**src/rtl/clk_edge_meter.sv**
```systemverilog
// clk_edge_meter: measures the period and high time of a divided clock, in clk cycles.
// Define EDGE_METER_SYNC_EN to insert a two-flop synchronizer ahead of the edge detector.
module clk_edge_meter #(
    parameter int CW      = 16,
    parameter int TIMEOUT = 1024
) (
    input  logic          clk,
    input  logic          rstn,
    input  logic          clk_in,
    input  logic          meas_en,
    output logic          rise_pulse,
    output logic          fall_pulse,
    output logic [CW-1:0] period,
    output logic [CW-1:0] high_cnt,
    output logic          period_valid,
    output logic          timeout
);
    typedef enum logic [1:0] {IDLE, ARM, MEAS} state_t;
    localparam logic [CW-1:0] CNT_MAX = CW'(TIMEOUT - 1);

    if (TIMEOUT < 2 || (TIMEOUT >> CW) != 0) begin : g_bad_timeout
        $error("clk_edge_meter: TIMEOUT=%0d outside 2 .. 2^CW-1", TIMEOUT);
    end

    state_t        state_q, state_d;
    logic          s2_q, s2_d, d_q, d_d, rise;
    logic          rise_q, rise_d, fall_q, fall_d, pv_q, pv_d, to_q, to_d;
    logic [CW-1:0] cnt_q, cnt_d, hcnt_q, hcnt_d, per_q, per_d, hi_q, hi_d;

`ifdef EDGE_METER_SYNC_EN
    logic s1_q, s1_d;
    assign s1_d = clk_in;
    assign s2_d = s1_q;
    always_ff @(posedge clk or negedge rstn) begin
        if (!rstn) s1_q <= 1'b0;
        else       s1_q <= s1_d;
    end
`else
    assign s2_d = clk_in;
`endif

    // Edges come from the synchronized sample; the FSM reacts in the same cycle
    // the edge pulse is registered, so period_valid coincides with rise_pulse.
    always_comb begin
        d_d     = s2_q;
        rise    = s2_q & ~d_q;
        rise_d  = rise;
        fall_d  = ~s2_q & d_q;
        state_d = state_q;
        cnt_d   = cnt_q;
        hcnt_d  = hcnt_q;
        per_d   = per_q;
        hi_d    = hi_q;
        pv_d    = 1'b0;
        to_d    = to_q;
        if (!meas_en) begin
            state_d = IDLE;
            cnt_d   = '0;
            hcnt_d  = '0;
            to_d    = 1'b0;
        end else if (state_q == IDLE) begin
            state_d = ARM;
        end else if (rise) begin
            if (state_q == MEAS) begin
                per_d = cnt_q + CW'(1);
                hi_d  = hcnt_q;
                pv_d  = 1'b1;
            end
            state_d = MEAS;
            cnt_d   = '0;
            hcnt_d  = '0;
        end else if (cnt_q == CNT_MAX) begin
            state_d = ARM;
            to_d    = 1'b1;
            cnt_d   = '0;
            hcnt_d  = '0;
        end else begin
            cnt_d = cnt_q + CW'(1);
            if (state_q == MEAS) hcnt_d = hcnt_q + CW'(d_q);
        end
    end

    always_ff @(posedge clk or negedge rstn) begin
        if (!rstn) begin
            state_q <= IDLE;
            s2_q    <= 1'b0;
            d_q     <= 1'b0;
            rise_q  <= 1'b0;
            fall_q  <= 1'b0;
            pv_q    <= 1'b0;
            to_q    <= 1'b0;
            cnt_q   <= '0;
            hcnt_q  <= '0;
            per_q   <= '0;
            hi_q    <= '0;
        end else begin
            state_q <= state_d;
            s2_q    <= s2_d;
            d_q     <= d_d;
            rise_q  <= rise_d;
            fall_q  <= fall_d;
            pv_q    <= pv_d;
            to_q    <= to_d;
            cnt_q   <= cnt_d;
            hcnt_q  <= hcnt_d;
            per_q   <= per_d;
            hi_q    <= hi_d;
        end
    end

    assign rise_pulse   = rise_q;
    assign fall_pulse   = fall_q;
    assign period       = per_q;
    assign high_cnt     = hi_q;
    assign period_valid = pv_q;
    assign timeout      = to_q;
endmodule

```
**config.mk**
```make
export PLATFORM = sky130hd
export DESIGN_NAME = clk_edge_meter
export DESIGN_NICKNAME = d
export VERILOG_FILES = /design/src/rtl/clk_edge_meter.sv
export SDC_FILE = /design/constraint.sdc
export NUM_CORES = 1
export LEC_CHECK = 0
export ABC_AREA = 1
export BUFFER_PORTS_ARGS = -buffer_cell sky130_fd_sc_hd__clkbuf_2
export CAP_MARGIN = 20
export CORE_MARGIN = 1
export CORE_UTILIZATION = 60
export DETAILED_ROUTE_END_ITERATION = 8
export GPL_TIMING_DRIVEN = 0
export PLACE_DENSITY = 0.78
export SYNTH_ARGS = -nofsm -noshare
export SYNTH_HDL_FRONTEND = slang
export SYNTH_SLANG_ARGS = --single-unit
```
**constraint.sdc**
```tcl
create_clock -name clk -period 3.9 [get_ports clk]
set_clock_uncertainty 0.15 [all_clocks]
set_input_delay 0.195 -clock clk [delete_from_list [all_inputs] [get_ports clk]]
set_output_delay 0.195 -clock clk [all_outputs]
set_load 0.01 [all_outputs]
```
Yosys cells after proc, flatten, opt, wreduce, memory -nomap -nowiden
Index checks and enable logic that the tools add are counted.
Word-level totals
  flip-flop bits (word level): 72
  input bits: 4
  word-level logic and storage cells: 50
Cells by class
  add/sub/neg operators: 2
  equality and inequality tests: 7
  muxes and demuxes: 21
  bitwise logic cells: 5
  reductions and logical operators: 4
Operators by type and width (number)
  two-way mux 16 bit: 9
  adder 16 x 1 -> 16 bit: 1
  adder 16 x 1 -> 16 bit (second input constant): 1
  == test 16 x 10 -> 1 bit (second input constant): 1
  two-way mux 1 bit: 8
  two-way mux 2 bit: 4
  inequality test 4 x 1 -> 1 bit (second input constant): 2
  inequality test 2 bit (second input constant): 2
  AND reduction 4 bit: 1
  inverter 1 bit: 3
  AND reduction 3 bit: 1
  AND 1 bit: 2
  == test 2 bit (second input constant): 1
  logical NOT 2 bit: 1
  inequality test 2 x 1 -> 1 bit (second input constant): 1
  AND reduction 2 bit: 1

Logic depth before layout (Yosys ltp)
  depth after elaboration: 6
  depth in mapped cells: 11

Worst setup path after synthesis
No wires, ideal clock.
  path kind: flip-flop to flip-flop
  start point: reg d_q
  end point: reg hcnt_q[12]
  setup time: 0.123 ns
  data arrival time: 1.386 ns
  slack: 2.240 ns
  cell stages (with the launch flop): 9
  cell sequence: dfrtp_1 -> ha_1 -> nand2_1 -> nor2_4 -> nand2_1 -> nor2_1 -> nand3_1 -> o21ai_0 -> a21oi_1
On the way
  longest elaborated chain between the ends: 6
Ends and longest elaborated chain
  from (decl): RTL line 26  | logic s2_q, s2_d, d_q, d_d, rise;
  from (signal assigned): RTL line 87  | d_q <= 1'b0;
  from (signal assigned): RTL line 99  | d_q <= d_d;
  adder 16 x 1 -> 16 bit: RTL line 79  | if (state_q == MEAS) hcnt_d = hcnt_q + CW'(d_q);
  two-way mux 16 bit: RTL line 79
  two-way mux 16 bit: RTL line 72  | end else if (cnt_q == CNT_MAX) begin
  two-way mux 16 bit: RTL line 63  | end else if (rise) begin
  two-way mux 16 bit: RTL line 61  | end else if (state_q == IDLE) begin
  two-way mux 16 bit: RTL line 56  | if (!meas_en) begin
  to (signal assigned): RTL line 105  | hcnt_q <= hcnt_d;
  to (decl): RTL line 28  | logic [CW-1:0] cnt_q, cnt_d, hcnt_q, hcnt_d, per_q, per_d, hi_q, hi_d;
Several ways; a longest one is shown, not always the timed one. The select of a mux whose other input is x is not followed.
A chain may end at the register's enable or synchronous reset.

Worst setup path after layout
  start point: reg d_q
  end point: reg hcnt_q[15]
Same word-level chain as after synthesis.

==> reports/qor.yml <==
overflow: 0
clkSlewWorstSetupHoldPaths_ns: 0.07
drt_drc_violations_left: 0
portBuffers: 39
wire_per_inst_microns: 13.9
die_w_microns: 78.0
first_pass_iters: 4
end_kind: "flip-flop"
leakagePower_nw: 2.07
place_area_sq_mm: 0.00378
p_int_mw: 1.21
fmax_mhz: 518
antenna_left: 0
tightestPinTransition_ns: 0.514
pre_cts_slack_ns: 1.99
crit_type: "flip-flop to flip-flop"
ys_warn_count: 0
synth_compound_area_share_pct: 8.95
yosys_register_bits: 72
timing.final.crit_share_pct: 49.5
grt_setup_unrepaired: "no"
final_cell_mix: "137 x nand2_1, 72 x dfrtp_1, 42 x inv_1"
finalMaxSlewViolations: 0
drive_gt1_share_pct: 19.7
powerDensity_mw_per_mm2: 390
hold_viol: 0
relSlewSlack_pct: 65.7
cts_resized: 0
routed_via_density: 5.16
hp-class: "primary input to async pin"
switchingPower_uw: 372
gp_congestion: 0.885
nFillCells: 418
layout_setup_ws_ns: 1.97
clockPowerShare_pct: 43.5
syn2layout_area_growth_pct: 16.9
synthAdderAreaFrac_pct: 1.08
first_iter_violations: 177
clk_latency_ns: 0.35
avgSynthCellArea_sq_um: 8.48
dieHeight_microns: 78.0
whs_ns: 0.148
synth.distinct_cells: 31
cp.arrival_ns: 2.07
dieArea_sq_mm: 0.00609
synth_xor_area_share_pct: 3.28
antenna_cells: 0
status: "finished clean"
seq_area_frac_synth_pct: 52.0
grt_start_max_net_pins: 52
grt.total_usage_pct: 27.8
wirelength_microns: 7480
cts_max_path_buffers: 2
dp_hpwl_microns: 5320
seqPwrFrac_pct: 48.9
antenna_found_initial: 0
cts.sinks: 72
clockRootBuffer: "clkbuf_8"
fin_area_sq_mm: 0.00405
grt_pass1_vias: 2707
synth_simple_gate_area_share_pct: 27.8
vias: 2785
synth_cells: 409
cts_tree: "done"
cts-buffers-inserted: 9
setup_viol: 0
vdd_drop_max_mv: 0.212
critPathRequiredTime_ns: 4.04
final_nets: 470
fin_crit_ns: 1.93
tns_ns: 0
mostFrequentLayoutCell: "nand2_1"
grt_pass1_wl_microns: 12500
synth_top_family_by_area: "simple AND/OR/NAND/NOR gates"
initial_utilization_pct: 62.6
core_sq_mm: 0.00554
switching_share_pct: 23.5
post-route-util_pct: 73.1
synth_area_sq_mm: 0.00347
path_max_fanout: 4
boundaryPins: 40
synthMuxAreaShare_pct: 0
combPwrFrac_pct: 7.6
rows: 27
maxCapViolCount: 0
synth_nets: 416
h-tree-depth: 3
cp-start-kind: "flip-flop"
-- per-stage QoR --
stage | std cells | total power, mW
2_1_floorplan | 409 | 0.856
3_3_place_gp | 520 | 0.898
3_5_place_dp | 521 | 0.905
4_1_cts | 540 | 1.59
5_1_grt | 540 | 1.64
6_report | 540 | 1.58
-- flip-flops by register name (all words and copies together), names as in the netlist --
| name | cells |
|---|---|
| cnt_q | 16 |
| hcnt_q | 16 |
| high_cnt | 16 |
| period | 16 |
| state_q | 2 |
| d_d | 1 |
| d_q | 1 |
| fall_pulse | 1 |
| period_valid | 1 |
| rise_pulse | 1 |
| timeout | 1 |
-- power groups by stage --
stage          combinational, mW  sequential [mW]  clock (mW)
2_1_floorplan             0.0691            0.787           0
3_3_place_gp               0.113            0.785           0
6_report                   0.120            0.772       0.688
3_5_place_dp               0.119            0.786           0
4_1_cts                    0.122            0.772       0.695
5_1_grt                    0.135            0.773       0.730
-- final timing paths --
| path | start | end | slack [ns] | cells after the start |
|---|---|---|---|---|
| setup / recovery | d_q$_DFF_PN0_ | hcnt_q[15]$_DFFE_PN0P_ | 1.97 | 11 |
| min in group clk | d_d$_DFF_PN0_ | d_q$_DFF_PN0_ | 0.27 | 0 |
| max in group asynchronous | rstn | cnt_q[4]$_DFFE_PN0P_ | 2.90 | 3 |
| hold / removal | rstn | period[14]$_DFFE_PN0P_ | 0.15 | 2 |
| hold reg to reg | d_d$_DFF_PN0_ | d_q$_DFF_PN0_ | 0.27 | 0 |
| setup reg to reg | d_q$_DFF_PN0_ | hcnt_q[15]$_DFFE_PN0P_ | 1.97 | 11 |
-- cells in the mapped netlist --
library cell | count | share of area, %
nand3b_1 | 2 | 0.43
nand2_4 | 1 | 0.32
nor2_8 | 2 | 1.2
nand4_1 | 3 | 0.54
xnor2_1 | 2 | 0.51
o21ai_1 | 10 | 1.4
buf_2 | 6 | 0.87
inv_1 | 42 | 4.5
ha_1 | 3 | 1.1
nand3_1 | 15 | 2.2
nand2_2 | 4 | 0.72
nand2_1 | 137 | 15
xor2_1 | 11 | 2.8
o21a_1 | 1 | 0.22
a21oi_1 | 10 | 1.4
nor2_1 | 26 | 2.8
o22ai_1 | 5 | 0.90
clkbuf_1 | 2 | 0.22
nor2_2 | 1 | 0.18
o21ai_0 | 26 | 3.8
nand3_4 | 1 | 0.51
inv_2 | 7 | 0.76
a21oi_2 | 3 | 0.76
nor3_1 | 4 | 0.58
buf_4 | 1 | 0.22
nor2_4 | 5 | 1.6
or2_2 | 1 | 0.18
buf_6 | 1 | 0.32
dfrtp_1 | 72 | 52
o31ai_1 | 2 | 0.43
nand2_8 | 3 | 1.7
-- layout make-up --
class	count	area, sq um	area share, %
sequential	72	1800	44.5
tap	72	90.1	2.22
buffer	10	56.3	1.39
multi-input combinational	278	1430	35.2
inverter	49	184	4.54
clock inverter	4	75.1	1.85
timing repair buffer	43	255	6.30
clock buffer	12	165	4.08
-- metal layers --
layer / share of wire [%] / wire length (microns) / up-vias / global-route usage [%]
met5: 0 / 0 / - / 0
met4: 2.3 / 171 / 0 / 14.1
met3: 3.5 / 259 / 19 / 4.88
met2: 51 / 3790 / 55 / 48.1
met1: 44 / 3260 / 1319 / 33.4
li1: - / - / 1392 / -
-- logic make-up after synthesis --
group,after synthesis
XOR/XNOR,13
AO/OA/AOI/OAI,57
buffers and inverters,59
AND/OR/NAND/NOR,205
adder cells (fa/ha/maj),3
flip-flops,72
-- critical path: stages (launching register included) --
cell     delay, ns
dfrtp_1       0.49
ha_1          0.19
inv_1         0.05
nor2_1        0.16
nand2_1       0.11
nor2_1        0.22
nand2_1       0.14
inv_1         0.07
nand3_1       0.07
nand2_1       0.08
inv_1         0.05
nor2_1        0.09
-- repair_timing --
action	4_1_cts	5_1_grt
buffers inserted	0	0
hold buffers	3	0
hold endpoints to repair	75	0
Note: power is estimated with default switching activity, not from simulation.
